===== src/rtl/pad_streamer.sv =====
// ---------------------------------------------------------------------------
// pad_streamer
//
// Purpose:
//   Upstream feeder for conv_top. Takes an unpadded raster of activation beats
//   over a valid/ready stream and emits the raster with a one-pixel zero
//   border on all four sides, cfg_ci_groups beats per pixel position.
//   Scan order: grp innermost, then col, then row.
//
// Optional feature (macro PAD_STREAMER_FLUSH_EN):
//   When defined, the final padded beat is followed by 2*(W+2)*G+4 zero beats
//   that drain the conv_top line buffers before done is raised.
//   When undefined, the FLUSH state and its counter do not exist.
//
// Ports:
//   clk, rst_n         clock, asynchronous active-low reset
//   cfg_img_width      unpadded width W   (latched on accepted start)
//   cfg_img_height     unpadded height H  (latched on accepted start)
//   cfg_ci_groups      beats per pixel position (latched on accepted start)
//   start              begin a frame; only sampled in IDLE while not busy
//   busy               frame in progress
//   done               one-cycle pulse after the final output beat
//   err_last           sticky: s_last misplaced; cleared by reset or start
//   s_data/s_valid/s_ready/s_last   input stream
//   m_data/m_valid/m_last           registered output stream (pixel_in*)
//   dbg_state          current FSM state, for checkers
//
// Handshake: an input beat transfers on a rising edge where s_valid and
// s_ready are both high. s_ready depends only on state and counters (never on
// s_valid); it is high exactly at interior positions during SCAN. The output
// side has no back-pressure: m_valid marks a beat on every cycle it is high.
// ---------------------------------------------------------------------------
module pad_streamer #(
    parameter int DATA_W = 64,
    parameter int DIM_W  = 16
) (
    input  logic              clk,
    input  logic              rst_n,
    input  logic [DIM_W-1:0]  cfg_img_width,
    input  logic [DIM_W-1:0]  cfg_img_height,
    input  logic [9:0]        cfg_ci_groups,
    input  logic              start,
    output logic              busy,
    output logic              done,
    output logic              err_last,
    input  logic [DATA_W-1:0] s_data,
    input  logic              s_valid,
    output logic              s_ready,
    input  logic              s_last,
    output logic [DATA_W-1:0] m_data,
    output logic              m_valid,
    output logic              m_last,
    output logic [1:0]        dbg_state
);

`ifdef PAD_STREAMER_FLUSH_EN
    typedef enum logic [1:0] {IDLE = 2'd0, SCAN = 2'd1, FLUSH = 2'd2} state_t;
    localparam int FL_W = DIM_W + 12;
`else
    typedef enum logic [1:0] {IDLE = 2'd0, SCAN = 2'd1} state_t;
`endif

    state_t           state;
    logic [DIM_W-1:0] w_q, h_q;
    logic [9:0]       g_q;
    logic [DIM_W-1:0] row, col;
    logic [9:0]       grp;

    logic [DIM_W-1:0] w_end, h_end;
    logic [9:0]       g_end;
    logic             is_pad, grp_wrap, col_wrap, at_final, at_last_in;
    logic             accept, advance, degenerate;

    assign w_end = w_q + 1'b1;
    assign h_end = h_q + 1'b1;
    assign g_end = g_q - 1'b1;

    assign is_pad     = (row == '0) || (row == h_end) || (col == '0) || (col == w_end);
    assign grp_wrap   = (grp == g_end);
    assign col_wrap   = (col == w_end);
    assign at_final   = (row == h_end) && col_wrap && grp_wrap;
    // The last unpadded beat sits at the bottom-right interior pixel, last group.
    assign at_last_in = (row == h_q) && (col == w_q) && grp_wrap;

    assign s_ready = (state == SCAN) && !is_pad;
    assign accept  = s_valid && s_ready;
    // Pad positions never stall; interior positions wait for input.
    assign advance = (state == SCAN) && (is_pad || s_valid);

    assign degenerate = (cfg_img_width == '0) || (cfg_img_height == '0) ||
                        (cfg_ci_groups == '0);
    assign dbg_state  = state;

`ifdef PAD_STREAMER_FLUSH_EN
    logic [FL_W-1:0] fl_cnt, fl_end, fl_len_c;
    // Index of the final flush beat: 2*(W+2)*G + 4 beats, counted from 0.
    assign fl_len_c = (((FL_W'(cfg_img_width) + FL_W'(2)) * FL_W'(cfg_ci_groups)) << 1)
                      + FL_W'(3);
`endif

    always_ff @(posedge clk or negedge rst_n) begin
        if (!rst_n) begin
            state    <= IDLE;
            w_q      <= '0;
            h_q      <= '0;
            g_q      <= '0;
            row      <= '0;
            col      <= '0;
            grp      <= '0;
            busy     <= 1'b0;
            done     <= 1'b0;
            err_last <= 1'b0;
            m_data   <= '0;
            m_valid  <= 1'b0;
            m_last   <= 1'b0;
`ifdef PAD_STREAMER_FLUSH_EN
            fl_cnt   <= '0;
            fl_end   <= '0;
`endif
        end else begin
            done <= 1'b0;
            case (state)
                IDLE: begin
                    m_valid <= 1'b0;
                    m_last  <= 1'b0;
                    m_data  <= '0;
                    if (busy) begin
                        // Wrap-up cycle after the final output beat.
                        busy <= 1'b0;
                        done <= 1'b1;
                    end else if (start) begin
                        w_q      <= cfg_img_width;
                        h_q      <= cfg_img_height;
                        g_q      <= cfg_ci_groups;
                        row      <= '0;
                        col      <= '0;
                        grp      <= '0;
                        err_last <= 1'b0;
`ifdef PAD_STREAMER_FLUSH_EN
                        fl_cnt   <= '0;
                        fl_end   <= fl_len_c;
`endif
                        if (degenerate) begin
                            done <= 1'b1;
                        end else begin
                            busy  <= 1'b1;
                            state <= SCAN;
                        end
                    end
                end

                SCAN: begin
                    m_valid <= advance;
                    m_last  <= advance && at_final;
                    m_data  <= accept ? s_data : '0;
                    if (accept && (s_last != at_last_in)) begin
                        err_last <= 1'b1;
                    end
                    if (advance) begin
                        if (grp_wrap) begin
                            grp <= '0;
                            if (col_wrap) begin
                                col <= '0;
                                row <= row + 1'b1;
                            end else begin
                                col <= col + 1'b1;
                            end
                        end else begin
                            grp <= grp + 1'b1;
                        end
                        if (at_final) begin
`ifdef PAD_STREAMER_FLUSH_EN
                            state <= FLUSH;
`else
                            state <= IDLE;
`endif
                        end
                    end
                end

`ifdef PAD_STREAMER_FLUSH_EN
                FLUSH: begin
                    m_valid <= 1'b1;
                    m_last  <= 1'b0;
                    m_data  <= '0;
                    if (fl_cnt == fl_end) begin
                        state <= IDLE;
                    end else begin
                        fl_cnt <= fl_cnt + 1'b1;
                    end
                end
`endif

                default: begin
                    state   <= IDLE;
                    m_valid <= 1'b0;
                    m_last  <= 1'b0;
                    m_data  <= '0;
                end
            endcase
        end
    end

endmodule

===== config.mk =====
export PLATFORM = sky130hd
export DESIGN_NAME = pad_streamer
export DESIGN_NICKNAME = d
export VERILOG_FILES = /design/src/rtl/pad_streamer.sv
export SDC_FILE = /design/constraint.sdc
export NUM_CORES = 1
export LEC_CHECK = 0
export ABC_AREA = 1
export CAP_MARGIN = 10
export CORE_ASPECT_RATIO = 1.2
export CORE_MARGIN = 2
export CORE_UTILIZATION = 39
export DETAILED_ROUTE_END_ITERATION = 10
export DONT_BUFFER_PORTS = 1
export GPL_TIMING_DRIVEN = 0
export PLACE_DENSITY_LB_ADDON = 0.1
export REMOVE_ABC_BUFFERS = 1
export SYNTH_ARGS = -nofsm -noshare
export SYNTH_HDL_FRONTEND = slang
export SYNTH_SLANG_ARGS = --single-unit

===== constraint.sdc =====
create_clock -name clk -period 2.2 [get_ports clk]
set_input_delay 0.55 -clock clk [delete_from_list [all_inputs] [get_ports clk]]
set_output_delay 0.55 -clock clk [all_outputs]
set_load 0.03 [all_outputs]

Word level (Yosys, flattened, before mapping)
Index checks and enable logic that the tools add are counted.
{"block": "totals", "register_bits": 155, "input_bits": 111, "out_inout_bits": 72, "elab_cells": 100}
{"block": "op_classes", "n_addsub": 6, "eq_ne": 15, "n_mux": 36, "n_bitwise": 1, "reduce_logical": 29}
{"cell": "$mux 16", "n": 8}
{"cell": "$mux 64", "n": 2}
{"cell": "$add 16x1->16 const B", "n": 4}
{"cell": "$eq 16x16->1", "n": 4}
{"cell": "$logic_not 16->1", "n": 4}
{"cell": "$pmux 16 s2", "n": 2}
{"cell": "$mux 10", "n": 4}
{"cell": "$pmux 10 s2", "n": 1}
{"cell": "$ne 2x2->1 const B", "n": 7}
{"cell": "$mux 1", "n": 12}
{"cell": "$add 10x1->10 const B", "n": 1}
{"cell": "$eq 10x10->1", "n": 1}
{"cell": "$logic_not 10->1", "n": 1}
{"cell": "$mux 2", "n": 5}
{"cell": "$reduce_and 5->1", "n": 2}
{"cell": "$sub 10x1->10 const B", "n": 1}
{"cell": "$logic_and 1x1->1", "n": 9}
{"cell": "$reduce_and 4->1", "n": 2}
{"cell": "$logic_or 1x1->1", "n": 6}
{"cell": "$reduce_and 6->1", "n": 1}
{"cell": "$pmux 2 s2", "n": 1}
{"cell": "$reduce_and 3->1", "n": 1}
{"cell": "$eq 2x1->1 const B", "n": 1}
{"cell": "$logic_not 2->1", "n": 1}
{"cell": "other kinds (6)", "n": 6}

Logic depth before layout (Yosys ltp)
{"block": "logic_depth", "word_depth": 11, "mapped_depth": 19, "ltp_nobuf": 18}

Worst setup path before layout
OpenSTA, ideal clock, no wires.
{"block": "synth_path", "kind": "register to output", "startpoint": "register w_q[1]", "endpoint": "output port s_ready", "arrival_ns": 1.836, "t_required_ns": 1.650, "setup_slack_ns": -0.186, "stages_incl_launch_ff": 13, "n_path_buf": 1, "cell_sequence": "dfrtp_1 > ha_1 > inv_1 > nor2_2 > nand3_4 > o21ai_0 > nand2_1 > nand2_1 > nor2_1 > nand3_2 > nand2_2 > buf_6 > nor2_4"}
{"block": "synth_via", "elab_chain_len": 5}
{"item": "start: declaration", "line_no": "64", "rtl": "logic [DIM_W-1:0] w_q, h_q;"}
{"item": "start signal: assignment", "line_no": "132", "rtl": "w_q <= cfg_img_width;"}
{"item": "$add 16x1->16", "line_no": "74", "rtl": "assign w_end = w_q + 1'b1;"}
{"item": "$eq 16x16->1", "line_no": "78", "rtl": "assign is_pad = (row == '0) || (row == h_end) || (col == '0) || (col == w_end);"}
{"item": "$logic_or 1x1->1", "line_no": "78"}
{"item": "$logic_not 1->1", "line_no": "85", "rtl": "assign s_ready = (state == SCAN) && !is_pad;"}
{"item": "$logic_and 1x1->1", "line_no": "85"}
{"item": "end: declaration", "line_no": "48", "rtl": "output logic s_ready,"}
No other way between the ends.

Worst setup path after layout
{"block": "layout_path", "startpoint": "register w_q[0]", "endpoint": "register m_valid"}
{"block": "layout_via", "elab_chain_len": 6}
{"item": "$add 16x1->16", "line_no": "74"}
{"item": "$eq 16x16->1", "line_no": "78"}
{"item": "$logic_or 1x1->1", "line_no": "78"}
{"item": "$logic_or 1x1->1", "line_no": "88", "rtl": "assign advance = (state == SCAN) && (is_pad || s_valid);"}
{"item": "$logic_and 1x1->1", "line_no": "88"}
{"item": "$mux 1", "line_no": "122", "rtl": "case (state)"}
{"item": "end signal: assignment", "line_no": "153", "rtl": "m_valid <= advance;"}
{"item": "end: declaration", "line_no": "51", "rtl": "output logic m_valid,"}
No other way between the ends.
A chain may end at the register's enable or synchronous reset.

==> metrics.sh <==
OUTCOME='complete, but fails checks'
VIOLATIONS='hold timing, setup timing'
POST-ROUTE-DRC-COUNT=0
SYNTH_WARN=0
P_CLK_FRAC=0.387
VIAS=8044
GLOBAL_ROUTE_WIRE_LENGTH_BEFORE_REPAIR_MM=41.87
POST-ROUTE-PERIOD-UTIL=1.259
SYNTHESIS_STAGE_REGISTER_BIT_COUNT=154
POSTSYNTHCELLCOUNT=1255
P_LEAK_nW=5.366
ROUTED_WIRELENGTH_MM=26.80
POWER.SWITCHING_mW=2.756
DIE_HEIGHT_UM=171.6
CELLINTERNALPOWER_mW=5.229
ANT_NETS=0
CTS_HTREE_LEVELS=4
POWER_DENSITY_nW_PER_UM2=740.3
POST_SYNTH_NUM_CELL_TYPES=43
DRIVE_GT1_FRAC=0.1511
MAXSLEWHEADROOM=0.4504
TIMING_WORST_SLEW_PIN_VALUE_NS=0.8235
CRIT_PATH_END_KIND='register'
POSTSYNTHAREAPERCELL_SQ_UM=7.272
FMAX_MHz=361.1
CTS_BUFFER_COUNT=17
GR-TOTAL-OVERFLOW=0
TOTAL_POWER_mW=7.986
SLEW_VIOL_FINAL=0
CTS_BUFFER_DEPTH=2
WORST-ENDPOINT-ARRIVAL_NS=3.03
HPWLAFTERDP_MM=18.57
CRIT_BUF_INV=12
CRITICAL-PATH-TOP-DELAY-FAMILY='buffers and inverters'
TIMING.FINAL.WS_SETUP_NS=-0.5695
FLOORPLAN.INITIALDENSITY=0.3959
SYNTH_TOP_FLOP_CELL='dfrtp_1'
AREAGROWTHSYNTHTOFINISH_PCT=18.19
MAXIMUM_FANOUT_ENCOUNTERED_ON_THE_CRITICAL_TIMING_PATH=4
SYNTH_SEQ_AREA_SHARE=0.4223
VIA_COUNT_OF_THE_FIRST_GLOBAL_ROUTING_PASS=7899
FINAL_NETS=1403
DRTPASS1ITERATIONS=5
GRT.TOTAL_USAGE=0.2204
SEQ_POWER_SHARE=0.426
PORT_BUFFERS=0
DIE_AREA_SQ_UM=24650
N_FILL_CELL=2348
WORSTSETUPPATHTYPE='reg -> reg'
WORST_HOLD_PATH_TYPE='in -> async'
IOPINCOUNT=183
CELL_BREAKDOWN_OF_THE_CRITICAL_PATH='buf_6 > ha_4 > inv_2 > nor2_4 > buf_4 > nand4_1 > nand2_1 > buf_4 > buf_4 > buf_4 > buf_4 > buf_4 > buf_4 > buf_4 > buf_4 > buf_4 > nand2_1 > nand3b_1 > a21oi_2'
TIMING.FINAL.SETUP_VIOLATIONS=111
CRIT_TOP_CELL='buf_4'
MULTI_INPUT_GATE_AREA_IN_THE_FINAL_LAYOUT_SQ_UM=4773
FIN_WORST_SKEW_NS=0.01919
CRITPATHREQUIREDTIME_NS=2.46
SWITCHING_SHARE=0.3451
POSTSYNTH.ASYNCRESETSHARE=1.000
CLOCK_SINK_COUNT=154
CRITICAL_PATH_SOURCE_TYPE='register'
REGISTER_AREA_SQ_UM=3869
NUMBER_OF_ENABLE_TYPE_REGISTER_CELLS_IN_THE_SYNTHESIZED_NETLIST=0
ROOT_BUFFER='clkbuf_16'
POST_DRT_VIA_CELL_RATIO=4.987
NUMBER_OF_MAX_CAP_VIOLATIONS=0
FINAL_HOLD_VIOL_COUNT=154
CRITPATHMAXSTAGEDELAY_NS=0.39
RSZ0062_AT_GRT='yes'
FINAL_CRITICAL_DELAY_INCLUDING_SETUP_AND_EXTERNAL_DELAYS_NS=2.770
CRIT_PATH_TOP_DELAY_CELL='dfrtp_1'
DRTITER0DRC=498
GPL.FINAL_WEIGHTED_CONGESTION=0.8624
IRDROPWORSTVDD_mV=0.4631
CTS_TREE='done'
CLOCK_LATENCY_NS=0.44
POSTLAYOUTCOREUTIL=0.4680
POST_DETAILED_ROUTE_WIRELENGTH_PER_CELL_UM=16.61
DIE_X_UM=143.6
GRT_START_MAX_NET_PINS=155
FLOORPLAN.CORE_AREA_SQ_UM=23050
HOLD-WORST-SLACK_NS=-0.2075
COMB_POWER_SHARE=0.186
CLOCK_INPUT_TRANSITION_AT_THE_SEQUENTIAL_CELLS_OF_THE_WORST_SETUP_AND_HOLD_PATHS_NS=0.09
SYN-CELL-AREA_SQ_UM=9126
NUMBER_OF_ANTENNA_VIOLATIONS_AT_THE_FIRST_CHECK_IN_GLOBAL_ROUTING=1
FP-ROW-COUNT=61
per-stage QoR:
| stage | setup TNS [ns] | cell area [sq um] | std cells | setup slack, ns | hold WS (ns) |
|---|---|---|---|---|---|
| after floorplan | -99.06 | 8830 | 1208 | -1.307 | 0.2544 |
| after global placement | -286.04 | 9224 | 1523 | -3.741 | 0.2583 |
| after detailed placement | -162.25 | 9279 | 1525 | -1.608 | 0.2609 |
| after CTS | -38.79 | 10520 | 1602 | -0.5834 | -0.2190 |
| after global routing | -60.63 | 10780 | 1612 | -0.6775 | -0.2280 |
| final | -39.76 | 10790 | 1613 | -0.5695 | -0.2075 |
state kept, by name, indices dropped and copies added, names as in the netlist:
name       flops
w_q           16
done           1
grp           10
h_q           16
m_valid        1
g_q           10
m_last         1
busy           1
dbg_state      1
row           16
col           16
err_last       1
m_data        64
kinds of logic (layout without fill, tap and decap cells):
logic type | after synthesis | after routing | share of synthesized area
AOI/OAI and AO/OA | 74 | 74 | 0.04566
other | 1 | 2 | 0.0004109
adders and majority gates | 8 | 8 | 0.01097
buffers and inverters | 218 | 252 | 0.1028
xor gates and xnor gates | 59 | 59 | 0.05662
and+or+nand+nor | 741 | 749 | 0.3613
DFF | 154 | 154 | 0.4223
placed cells by master (no fill, tap or decap), types with 3 or more instances in the layout:
master     instances
nand2_1          326
inv_1            163
nor2_1           153
dfrtp_1          144
nand3_1           81
nand4_1           47
xor2_1            46
buf_4             37
o21ai_0           33
nor4_1            27
nand2_2           22
nor3_1            20
o21ai_1           19
clkbuf_16         17
nor2_2            15
nor2_4            14
xnor2_1           12
nand2_4           10
dfrtp_2            9
o21ai_2            8
nand3_4            7
inv_2              7
buf_6              7
or2_2              6
nand3b_1           6
nand2_8            6
inv_12             5
ha_1               5
inv_8              5
clkinv_8           4
buf_12             4
a21oi_1            3
ha_4               3
layer usage:
layer / routed length [um] / GRT usage / vias up / part of all wire
met2: 13640 / 0.3884 / 211 / 0.51
met1: 11210 / 0.2679 / 3770 / 0.42
met3: 1377 / 0.04705 / 39 / 0.051
met4: 573 / 0.07033 / 0 / 0.021
met5: 0 / 0 / - / 0
li1: - / - / 4024 / -
power groups by stage:
stage / Sequential (mW) / Clock [mW] / Combinational (mW)
CTS: 3.40 / 3.15 / 1.43
global route: 3.43 / 3.30 / 1.71
finish: 3.41 / 3.09 / 1.49
global placement: 3.46 / 0 / 1.25
floorplan: 3.37 / 0 / 1.02
detailed placement: 3.46 / 0 / 1.27
path summary, 6_finish.rpt:
check | startpoint | end | slack (ns) | cells past startpoint
min in group clk | s_data[8] | m_data[8] | 0.20 | 2
hold reg to reg | h_q[15] | h_q[15] | 0.51 | 2
max in group asynchronous | rst_n | w_q[1] | 2.17 | 0
hold / removal | rst_n | g_q[1] | -0.21 | 0
setup reg to reg | w_q[0] | m_valid | -0.57 | 19
setup / recovery | w_q[0] | m_valid | -0.57 | 19
layout make-up:
| class | count | area share |
|---|---|---|
| multi-input cells | 891 | 0.4425 |
| repair buffers | 49 | 0.04303 |
| clock buffers | 17 | 0.03944 |
| well taps | 315 | 0.03654 |
| inverters | 171 | 0.06067 |
| flip-flops and latches | 154 | 0.3587 |
| clock inverters | 15 | 0.01891 |
| diodes | 1 | 0.0002320 |
worst reg2reg max path, delay by kind of cell, from the launching register on:
kind / cells / cell delay [ns]
compound gates: 1 / 0.14
buf+inv: 12 / 1.42
simple gates: 5 / 0.50
flops: 1 / 0.39
fa+ha+maj: 1 / 0.16
synth_stat cells (all sizes together) (2+ instances only):
master | instances | area, sq um
a21oi | 4 | 20.02
dfrtp | 154 | 3854
nand2 | 359 | 1378
nand3 | 89 | 485.5
buf | 25 | 209.0
nor4 | 27 | 168.9
nor3 | 21 | 105.1
xnor2 | 12 | 105.1
inv | 171 | 641.9
ha | 8 | 100.1
clkbuf | 22 | 87.58
or2 | 8 | 50.05
o21ai | 60 | 319.1
and2 | 2 | 12.51
xor2 | 47 | 411.6
nand4 | 47 | 294.0
nor2 | 181 | 750.7
o21a | 2 | 15.01
nand3b | 6 | 45.04
repair_timing:
item,in CTS,in global routing
pin swaps,22,24
endpoints found under the setup margin,142,142
buffers inserted,40,7
gates resized for setup,60,60
hold endpoints to repair,154,154
cloned,5,3
(Power assumes the default switching activity.)
==> patch, RTL diff (config.mk and constraints unchanged) <==
`DIM_W`: 16 -> 20.
--- a/src/rtl/pad_streamer.sv
+++ b/src/rtl/pad_streamer.sv
@@ -32,7 +32,7 @@
 // ---------------------------------------------------------------------------
 module pad_streamer #(
     parameter int DATA_W = 64,
-    parameter int DIM_W  = 16
+    parameter int DIM_W  = 20
 ) (
     input  logic              clk,
     input  logic              rst_n,
Ports: changed (resized cfg_img_height and cfg_img_width); port bits go from 183 to 191. The function was not compared with the original's and may differ.
==> patch against the unedited design <==
  * The flow still finishes with violations (hold timing, setup timing)
  * First-iteration DRC count down 8.2%
  * Design area rose by 11%
  * Non-clock buffer count fell by 25
  * Synthesized cell count up 16%
  * Wire length is 12% higher
  * Maximum frequency shrank 3.6%
  * Sequential cell count up 16
  * Worst setup slack worse by 100 ps
  * Area after synthesis up 15%
  * Critical path type is now register to output pin
  * Largest cell class unchanged
  * Highest routed layer unchanged
Power is not compared: it rests on default switching activity, and its combinational part moved more than twofold at a synthesized area within 25%.
==> patch: results (changes against the unedited design) <==
Finish
  – NumNets Final: 1574 (+12%)
  – N_diodes: 0 (-1)
  – Top reg by flops: m_data
  – Share of cells above drive strength 1: 0.121 (-0.0299)

Global route
  – Number of global-route vias before repair: 8899 (+13%)
  – First-pass GRT wire length: 48.3 mm (+15%)
  – Pin count of the biggest net entering global routing: 171 (+10%)
  – Initial antenna violation count: 0 (-1)
  – Total GRT Usage: 0.215 (-0.00496)

Logic synthesis
  – Async set-reset flop share out of synthesis: 1.00 (unchanged)
  – Post-synth top cells: nand2_1 (376), nor2_1 (212), inv_1 (198)
  – Syn Inst Count: 1457 (+16%)
  – Post-synthesis sequential area ratio: 0.404 (-0.0179)
  – Synth area leaders: dfrtp_1 (40%), nand2_1 (13%), nor2_1 (7.6%)
  – Synth unique cells: 42 (-2.3%)

Drt
  – Initial DRC count: 457 (-8.2%)
  – Met3 wire length: 1.35 mm (-1.9%)
  – WL final: 29.9 mm (+12%)
  – WL/cell: 16.7 um (+0.34%)
  – Vias after detailed routing: 9038 (+12%)
  – M1 WL: 13.2 mm (+18%)
  – DR WL met2: 15.0 mm (+10%)

Timing
  – Clk_skew: 13.6 ps (-5.55 ps)
  – Final setup margin: -672 ps (-102 ps)
  – Worst Tran Pin Value: 920 ps (+96.9 ps)
  – Hold WS: -201 ps (+6.41 ps)
  – Final hold violation count: 170 (+10%)
  – Final setup fails: 119 (+7.2%)

Status
  – Status: finished, violations left
  – Failing checks: hold timing, setup timing

Placement
  – Final HPWL DP: 21.3 mm (+15%)
  – Dpl cell area: 10700 um^2 (+15%)
  – Routability Congestion: 0.894 (+3.7%)
  – Placed Cells: 1734 (+14%)

Pwr
  – VDD IR-drop max: 0.403 mV

Clocking
  – Clk pin slew, worst setup/hold paths: 80 ps
  – Root buf cell: clkbuf_16

Critical path
  – CP max FO: 5 (+1)
  – Critical Path Max Stage Delay: 460 ps (+70 ps)
  – Arrival time worst endpoint: 2320 ps (-710 ps)
  – Crit path max-delay family: simple AND/OR/NAND/NOR gates
==> patch: cell types whose count changed after synthesis, sizes merged, moves of 6 or more <==
cell and delta:
mux2 +25, clkbuf +11, inv +29, xor2 +11
nor3b +13, xnor2 +19, nor2 +41, nand3 +32
dfrtp +16, o21ai -24, nor4 -6, nand2 +24
a21oi +10
==> patch: repair_timing <==
item	in CTS	in global routing
setup buffers	22	2
gates resized for setup	73	22
setup endpoints to repair	145	120
hold endpoints to repair	170	170
pin swaps	18	11
cloned	5	0
==> patch: per-stage QoR <==
stage / TNS, ps / worst slack (ps) / power, mW / hold slack (ps)
after floorplan: -121830 / -1120 / 3.22 / 254
after global placement: -324750 / -2810 / 3.23 / 260
after detailed placement: -183320 / -1860 / 3.23 / 261
after global routing: -71200 / -840 / 6.57 / -219
after CTS: -50480 / -716 / 6.44 / -219
final: -45150 / -672 / 6.35 / -201
==> patch: cell type report <==
cell class                 instances  area [um^2]
clock buffer                      17          425
timing repair buffer              24          229
fill                            2664        14500
multi-input combinational       1031         5620
clock inverter                    15          215
inverter                         203          769
tap                              335          419
sequential                       170         4270
==> patch: layer usage <==
metal | global-route usage | up-vias
met5 | 0 | -
met4 | 0.0497 | 0
met3 | 0.0446 | 26
met2 | 0.375 | 187
met1 | 0.276 | 4263
li1 | - | 4562
==> patch: power breakdown <==
part           total (mW)  switching (mW)  leakage (nW)  internal [mW]
clock network        3.18            1.60         0.301           1.58
registers            3.12               0          2.27           3.12
logic              0.0475          0.0303          3.55         0.0172
==> patch: cells by family after synthesis <==
group,count (synthesis),synth area share
AO/OA/AOI/OAI,55,0.0291
XOR/XNOR,89,0.0741
other,1,0.000356
AND/OR/NAND/NOR,848,0.355
buffers and inverters,261,0.100
flip-flops,170,0.404
multiplexers,25,0.0268
adder cells (fa/ha/maj),8,0.00952
==> patch: final timing paths <==
path / end / cells past startpoint / slack (ps) / from
max in group asynchronous: h_q[19] / 0 / 2020 / rst_n
min: grp[6] / 0 / -200 / rst_n
min reg2reg: col[4] / 2 / 500 / col[4]
min in group clk: m_data[2] / 2 / 200 / s_data[2]
max: s_ready / 12 / -670 / h_q[5]
max reg2reg: m_data[41] / 14 / -500 / h_q[5]
==> patch: worst register-to-register path, stage by stage (launching register included) <==
cell and delay, ps:
dfrtp_1 460, nand2_1 140, nor2_1 130, nand2_2 140, nor2_2 170, nand2_1 70, nand2_1 60, nand2_1 80
nand2_1 80, nor2_1 50, nand3_2 110, nand2_2 80, nor2_4 300, nand2_4 410, nor2_1 320
